--- config.mk ---
export PLATFORM = sky130hd
export DESIGN_NAME = mips_boot_dump_ctrl
export DESIGN_NICKNAME = d
export VERILOG_FILES = /design/src/rtl/mips_boot_dump_ctrl.sv
export SDC_FILE = /design/constraint.sdc
export NUM_CORES = 1
export LEC_CHECK = 0
export BUFFER_PORTS_ARGS = -buffer_cell sky130_fd_sc_hd__buf_2
export CAP_MARGIN = 20
export CORE_ASPECT_RATIO = 0.6
export CORE_MARGIN = 10
export CORE_UTILIZATION = 35
export DETAILED_ROUTE_END_ITERATION = 16
export GPL_ROUTABILITY_DRIVEN = 1
export PLACE_DENSITY = 0.67
export SLEW_MARGIN = 10
export SYNTH_ARGS = -nofsm -noshare
export SYNTH_HDL_FRONTEND = slang
export SYNTH_SLANG_ARGS = --single-unit
--- constraint.sdc ---
create_clock -name clk_i -period 2.6 [get_ports clk_i]
set_input_delay 0.52 -clock clk_i [delete_from_list [all_inputs] [get_ports clk_i]]
set_output_delay 0.52 -clock clk_i [all_outputs]
set_load 0.03 [all_outputs]
--- src/rtl/mips_boot_dump_ctrl.sv ---
// Boot-and-dump controller: loads a program into IMEM with the core in reset, runs it to a halt
// word or cycle limit, then streams RF, PC and (macro DUMP_DM_EN) DMEM over valid/ready.
module mips_boot_dump_ctrl #(
  parameter int unsigned       DATA_W     = 32,
  parameter int unsigned       IMEM_DEPTH = 8192,
  parameter int unsigned       RF_DEPTH   = 32,
  parameter int unsigned       DMEM_DEPTH = 8192,
  parameter int unsigned       RST_CYCLES = 4,
  parameter logic [DATA_W-1:0] HALT_WORD  = {DATA_W{1'b1}},
  parameter int unsigned       MAX_CYCLES = 1000000,
  localparam int unsigned      RfAw       = (RF_DEPTH > 1) ? $clog2(RF_DEPTH) : 1,
  localparam int unsigned      DmAw       = (DMEM_DEPTH > 1) ? $clog2(DMEM_DEPTH) : 1
) (
  input  logic              clk_i,
  input  logic              reset_i,
  input  logic              start_i,
  input  logic              load_valid_i,
  output logic              load_ready_o,
  input  logic [DATA_W-1:0] load_data_i,
  input  logic              load_last_i,
  output logic              imem_wr_o,
  output logic [31:0]       imem_addr_o,
  output logic [DATA_W-1:0] imem_wdata_o,
  output logic              cpu_reset_o,
  output logic              cpu_en_o,
  input  logic [DATA_W-1:0] cpu_inst_i,
  input  logic [31:0]       cpu_pc_i,
  output logic [RfAw-1:0]   rf_addr_o,
  input  logic [DATA_W-1:0] rf_rdata_i,
  output logic [DmAw-1:0]   dm_addr_o,
  input  logic [DATA_W-1:0] dm_rdata_i,
  output logic              dump_valid_o,
  input  logic              dump_ready_i,
  output logic [DATA_W-1:0] dump_data_o,
  output logic              dump_last_o,
  output logic              done_o,
  output logic              timeout_o
);

  localparam int unsigned LdW   = $clog2(IMEM_DEPTH) + 1;
  localparam int unsigned HoldW = $clog2(RST_CYCLES) + 1;
  localparam int unsigned CycW  = $clog2(MAX_CYCLES) + 1;
  localparam int unsigned RfW   = RfAw + 1;

  typedef enum logic [2:0] {
    StIdle, StLoad, StHold, StRun, StDumpRf, StDumpPc, StDumpDm, StDone
  } state_e;

  state_e           state_q, state_d;
  logic [LdW-1:0]   ld_cnt_q, ld_cnt_d;
  logic [HoldW-1:0] hold_q, hold_d;
  logic [CycW-1:0]  cyc_q, cyc_d;
  logic [RfW-1:0]   rf_cnt_q, rf_cnt_d;
  logic [31:0]      pc_q, pc_d;
  logic             timeout_q, timeout_d;

`ifdef DUMP_DM_EN
  localparam int unsigned DmW = DmAw + 1;
  logic [DmW-1:0] dm_cnt_q, dm_cnt_d;

  always_ff @(posedge clk_i) begin
    if (reset_i) dm_cnt_q <= '0;
    else         dm_cnt_q <= dm_cnt_d;
  end

  assign dm_addr_o = dm_cnt_q[DmAw-1:0];
`else
  logic unused_dm_rdata;
  assign unused_dm_rdata = ^dm_rdata_i;
  assign dm_addr_o       = '0;
`endif

  always_ff @(posedge clk_i) begin
    if (reset_i) begin
      state_q   <= StIdle;
      ld_cnt_q  <= '0;
      hold_q    <= '0;
      cyc_q     <= '0;
      rf_cnt_q  <= '0;
      pc_q      <= '0;
      timeout_q <= 1'b0;
    end else begin
      state_q   <= state_d;
      ld_cnt_q  <= ld_cnt_d;
      hold_q    <= hold_d;
      cyc_q     <= cyc_d;
      rf_cnt_q  <= rf_cnt_d;
      pc_q      <= pc_d;
      timeout_q <= timeout_d;
    end
  end

  assign imem_addr_o  = 32'({ld_cnt_q, 2'b00});
  assign imem_wdata_o = load_data_i;
  assign rf_addr_o    = rf_cnt_q[RfAw-1:0];
  assign timeout_o    = timeout_q;

  always_comb begin
    state_d      = state_q;
    ld_cnt_d     = ld_cnt_q;
    hold_d       = hold_q;
    cyc_d        = cyc_q;
    rf_cnt_d     = rf_cnt_q;
    pc_d         = pc_q;
    timeout_d    = timeout_q;
`ifdef DUMP_DM_EN
    dm_cnt_d     = dm_cnt_q;
`endif
    load_ready_o = 1'b0;
    imem_wr_o    = 1'b0;
    cpu_reset_o  = 1'b0;
    cpu_en_o     = 1'b0;
    dump_valid_o = 1'b0;
    dump_data_o  = '0;
    dump_last_o  = 1'b0;
    done_o       = 1'b0;

    unique case (state_q)
      StIdle, StDone: begin
        cpu_reset_o = (state_q == StIdle);
        done_o      = (state_q == StDone);
        if (start_i) begin
          state_d   = StLoad;
          ld_cnt_d  = '0;
          timeout_d = 1'b0;
        end
      end
      StLoad: begin
        load_ready_o = 1'b1;
        cpu_reset_o  = 1'b1;
        if (load_valid_i) begin
          imem_wr_o = 1'b1;
          ld_cnt_d  = ld_cnt_q + LdW'(1);
          if (load_last_i || ld_cnt_q == LdW'(IMEM_DEPTH - 1)) begin
            state_d = StHold;
            hold_d  = '0;
          end
        end
      end
      StHold: begin
        cpu_reset_o = 1'b1;
        if (hold_q == HoldW'(RST_CYCLES - 1)) begin
          state_d = StRun;
          cyc_d   = '0;
        end else begin
          hold_d = hold_q + HoldW'(1);
        end
      end
      StRun: begin
        // Gate the enable on the fetched word so the halt instruction never executes.
        cpu_en_o = (cpu_inst_i != HALT_WORD);
        if (cpu_inst_i == HALT_WORD) begin
          pc_d     = cpu_pc_i;
          rf_cnt_d = '0;
          state_d  = StDumpRf;
        end else if (cyc_q == CycW'(MAX_CYCLES - 1)) begin
          pc_d      = cpu_pc_i;
          rf_cnt_d  = '0;
          timeout_d = 1'b1;
          state_d   = StDumpRf;
        end else begin
          cyc_d = cyc_q + CycW'(1);
        end
      end
      StDumpRf: begin
        dump_valid_o = 1'b1;
        dump_data_o  = rf_rdata_i;
        if (dump_ready_i) begin
          if (rf_cnt_q == RfW'(RF_DEPTH - 1)) state_d = StDumpPc;
          else                                rf_cnt_d = rf_cnt_q + RfW'(1);
        end
      end
      StDumpPc: begin
        dump_valid_o = 1'b1;
        dump_data_o  = DATA_W'(pc_q);
`ifdef DUMP_DM_EN
        if (dump_ready_i) begin
          dm_cnt_d = '0;
          state_d  = StDumpDm;
        end
`else
        dump_last_o = 1'b1;
        if (dump_ready_i) state_d = StDone;
`endif
      end
`ifdef DUMP_DM_EN
      StDumpDm: begin
        dump_valid_o = 1'b1;
        dump_data_o  = dm_rdata_i;
        dump_last_o  = (dm_cnt_q == DmW'(DMEM_DEPTH - 1));
        if (dump_ready_i) begin
          if (dump_last_o) state_d = StDone;
          else             dm_cnt_d = dm_cnt_q + DmW'(1);
        end
      end
`endif
      default: state_d = StIdle;
    endcase
  end

endmodule

Yosys cells after proc, flatten, opt, wreduce, memory -nomap -nowiden. Cells that the tools add are included. Widths: inputs -> output; s select.

Register bits after elaboration: 80. Bits of input ports: 166. Output and inout port bits: 122.

Add/subtract/negate cells: 4. Equal/unequal tests: 25. Muxes and demuxes: 41. Reductions and logical operators: 18.

Operator list (number): $mux 32 (2); $pmux 32 s2 (1); $mux 21 (3); $pmux 21 s2 (1); $mux 3 (12); $eq 32x32->1 const B (1); $ne 32x32->1 const B (1); $mux 14 (2); $pmux 14 s2 (1); $mux 6 (4); $ne 2x2->1 const B (12); $add 21x1->21 const B (1); $eq 21x20->1 const B (1); $pmux 3 s6 (1); $reduce_and 4->1 (4); $add 14x1->14 const B (1); $eq 14x13->1 const B (1); $pmux 6 s2 (1); $reduce_bool 2->1 (6); $mux 1 (10); $eq 3x2->1 const B (3); $eq 3x3->1 const B (3); $reduce_and 8->1 (1); $add 6x1->6 const B (1); 11 further kinds (14).

Depth between registers and ports, before layout.
Depth in word-level cells: 5. Mapped depth: 9. Depth with buffers taken out: 8.

Worst setup path after synthesis. OpenSTA, ideal clock, no wires.

Path type: register to output. From: reg state_q[1]. To: out dump_data_o[14]. Stages on the path, launching flop included: 9. Data arrival time: 2.037 ns. Path slack: 0.043 ns. Path through: dfxtp_1 buf_6 buf_2 inv_1 nand2_1 nor2_1 clkbuf_1 a22oi_1 nor2_1.

Cells in the longest elaborated chain, start to end: 2. Elaborated cells between the ends (all ways): 3.

Ends and longest elaborated chain: from (decl) (line 49) `state_e state_q, state_d;`; from (signal assigned) (line 75) `state_q <= StIdle;`; from (signal assigned) (line 83) `state_q <= state_d;`; $eq 3x3->1 (line 118) `unique case (state_q)`; $pmux 32 s2 * (line 118); to (decl) (line 34) `output logic [DATA_W-1:0] dump_data_o,`.

Mark *: on every way between the ends. The rest lies on a longest branch, timed or not.

Final worst setup path.
From: reg state_q[2]. To: out dump_data_o[16].

The elaborated chain is that of the path after synthesis.

==> flow_summary.ini <==
[logic_synthesis]
yosys.area_share.simple = 0.255
synth_mux_area_frac = 0.0111
syn_inst = 606
async_reset_ff_frac = 0
yosysWarnings = 0
ys_top_cells_by_count = nand2_1 (87), dfxtp_1 (80), nor2_1 (75)
ys_seq_area_frac = 0.339
synth_top_area_frac = 0.339
syn-cell-area_mm2 = 0.00473
synth-seq-cells = 80
synth_xor_xnor_area_share = 0.0352
syn_avg_cell_area_um2 = 7.80
yosysMostFrequentCell = nand2_1
synth_top_family_by_area = simple AND/OR/NAND/NOR gates
synth_edf_count = 0
ys.flop_type = dfxtp_1
synth.area.top_cells = dfxtp_1 (34%), buf_4 (11%), nand2_1 (6.9%), nor2_1 (6.0%), a21oi_1 (5.7%)
synth.largest_area_cell = dfxtp_1
synth_compound_area_frac = 0.195
ys_types = 61
synthAdderAreaFrac = 0.0159

[timing]
finalMaxSlewViolations = 0
worst_hold_slack_ps = 419
layout_min_cycle_time_ps = 2380
setup_viol = 0
fin_worst_skew_ps = 6.40
timing.fmax_mhz = 420
finalHoldViolCount = 0
period_share = 0.915
relSlewSlack = 0.548
max_slew.worst_pin.slew_ps = 667
rsz0062_at_grt = false
fin_setup_tns_ps = 0

[clocking]
clkSinkCount = 80
postCtsSetupBuffers = 0
cts-hold-fix-buffers = 0
numCtsBuffers = 9
cts-htree-levels = 3
worstSkewPairLatency_ps = 330
cts_root_buf = clkbuf_16
clock_path_buffers = 2
cts_tree = built
clk_pin_slew_ps = 60

[critical_path]
endpoint_kind = primary output
crit_family = buffers and inverters
cp_max_fo = 39
path_buf_inv = 3
cp.required_ps = 2080
max_stage_delay_ps = 400
path_cells = inv_1 -> nor3_4 -> buf_12 -> a22oi_1 -> nor2_1 -> buf_2
arrival_ps = 1860
setup.worst_path.start_class = flip-flop
crit_type = flip-flop to primary output
slowest_stage = dfxtp_2

[power_and_ir_drop]
combPwrFrac = 0.192
switching_share = 0.293
sequentialPowerShare = 0.414
p_leak_nw = 2.21
power_switching_uw = 912
powerDensity_mw_per_mm2 = 556
power_mw = 3.11
ir_drop_mv = 0.257
pwr-share-clk = 0.395
p_int_mw = 2.20

[floorplanning]
die_area_mm2 = 0.0187
std_cell_rows = 32
coreArea_mm2 = 0.0130
fp.dieH_um = 110
pin_count = 288
fp.dieW_um = 170
initial_core_util = 0.363

[route]
drt_iter0_drc = 345
vias = 4387
drt_wl_total_um = 14000
wl_per_cell_um = 15.6
remaining_drc_errors = 0
dr.pass1.iters = 5
ant_nets = 0
via_per_inst = 4.91

[run]
cap_violations = 0

[global_routing]
grt_first_pass_wirelength_um = 21700
grt_usage = 0.139
antenna_found_initial = 0
grt_max_degree = 54
grt_overflow_total = 0
grt_pass1_vias = 4113

[layout]
fin_cells = 894
area_growth_pct = 18.5
antennaDiodeCount = 0
post-route-util = 0.431
fillers = 1374
nets = 891
drive_gt1_frac = 0.293

[place]
place_hpwl_um = 10800
dpl.cell_count = 878
portBuffers = 160
gp_congestion = 0.785

[hold_path]
hold_class = input port to flip-flop

[status]
status = complete, no violations
## path summary, 6_finish.rpt
check | depth (start not counted) | slack (ps) | endpoint | from
min reg2reg | 2 | 450 | pc_q[19] | pc_q[19]
max reg2reg | 8 | 460 | cyc_q[19] | hold_q[0]
max | 6 | 220 | dump_data_o[16] | state_q[2]
min | 3 | 420 | pc_q[10] | cpu_pc_i[10]
## worst min-delay path, delay by kind of cell
family | cells | cell delay (ps)
AOI/OAI and AO/OA | 1 | 50
buffers and inverters | 1 | 90
and+or+nand+nor | 1 | 40
## stage by stage
step                area, um2  worst slack (ps)
finish                   5600               221
global route             5600              75.0
CTS                      5600              83.3
detailed placement       5310               381
global placement         5310               347
floorplan                4840              42.5
## state kept, by name, summed over array words and instances (netlist names)
register,cells
cyc_q,21
state_q,3
pc_q,32
timeout_o,1
rf_cnt_q,6
hold_q,3
ld_cnt_q,14
## power groups by stage
stage                     clock network, mW  logic (mW)  registers, mW
after floorplan                           0       0.567           1.29
final                                  1.23       0.598           1.29
after global routing                   1.31       0.656           1.29
after CTS                              1.26       0.594           1.28
after global placement                    0       0.586           1.31
after detailed placement                  0       0.591           1.31
## per-layer routing
layer / share of wire / routed length [um] / GRT usage
met3: 0.076 / 1060 / 0.0390
met1: 0.47 / 6520 / 0.191
met2: 0.45 / 6310 / 0.215
met4: 0.0076 / 107 / 0.0299
met5: 0 / 0 / 0
## cell type report
type | count | area (um2) | area share
flip-flops and latches | 80 | 1600 | 0.286
inverters | 8 | 30.0 | 0.00536
clock buffers | 10 | 229 | 0.0409
clock inverters | 6 | 60.1 | 0.0107
multi-input cells | 447 | 2540 | 0.454
repair buffers | 173 | 923 | 0.165
well taps | 170 | 213 | 0.0380
## cell families (layout without fill, tap and decap cells)
kind of cell | Yosys count | after routing
other | 1 | 31
buffers and inverters | 109 | 197
adders and majority gates | 6 | 6
AOI/OAI and AO/OA | 138 | 138
muxes | 5 | 5
and+or+nand+nor | 248 | 248
xor gates and xnor gates | 19 | 19
DFF | 80 | 80
## timing repair
item,in CTS,in global routing
endpoints found under the setup margin,0,32
endpoints found under the hold margin,0,0
resized for setup,0,2
## placed cells by master (no fill, tap or decap), types with 3 or more instances in the layout
cell       netlist  final
buf_2           14    160
nand2_1         87     87
dfxtp_1         80     78
nor2_1          75     74
a21oi_1         54     54
a22oi_1         34     34
conb_1           1     31
xor2_1          15     15
nand3_1         14     14
o21ai_0         13     13
nand4_1         12     12
buf_4           70     11
or3_1            9      9
clkbuf_16        0      9
and3_1           8      8
inv_1            7      7
o211ai_1         7      7
or4_1            6      6
ha_1             6      6
a311oi_1         5      5
nor4_1           4      4
nor3_1           4      4
o31ai_1          4      4
xnor2_1          4      4
nor4b_1          3      3
nand4b_1         3      3
nand2b_1         3      3
mux2i_1          3      3
o21ai_2          3      3
a2bb2oi_1        3      3
clkinv_2         0      3
No activity file was read; power rests on OpenSTA's default activity.
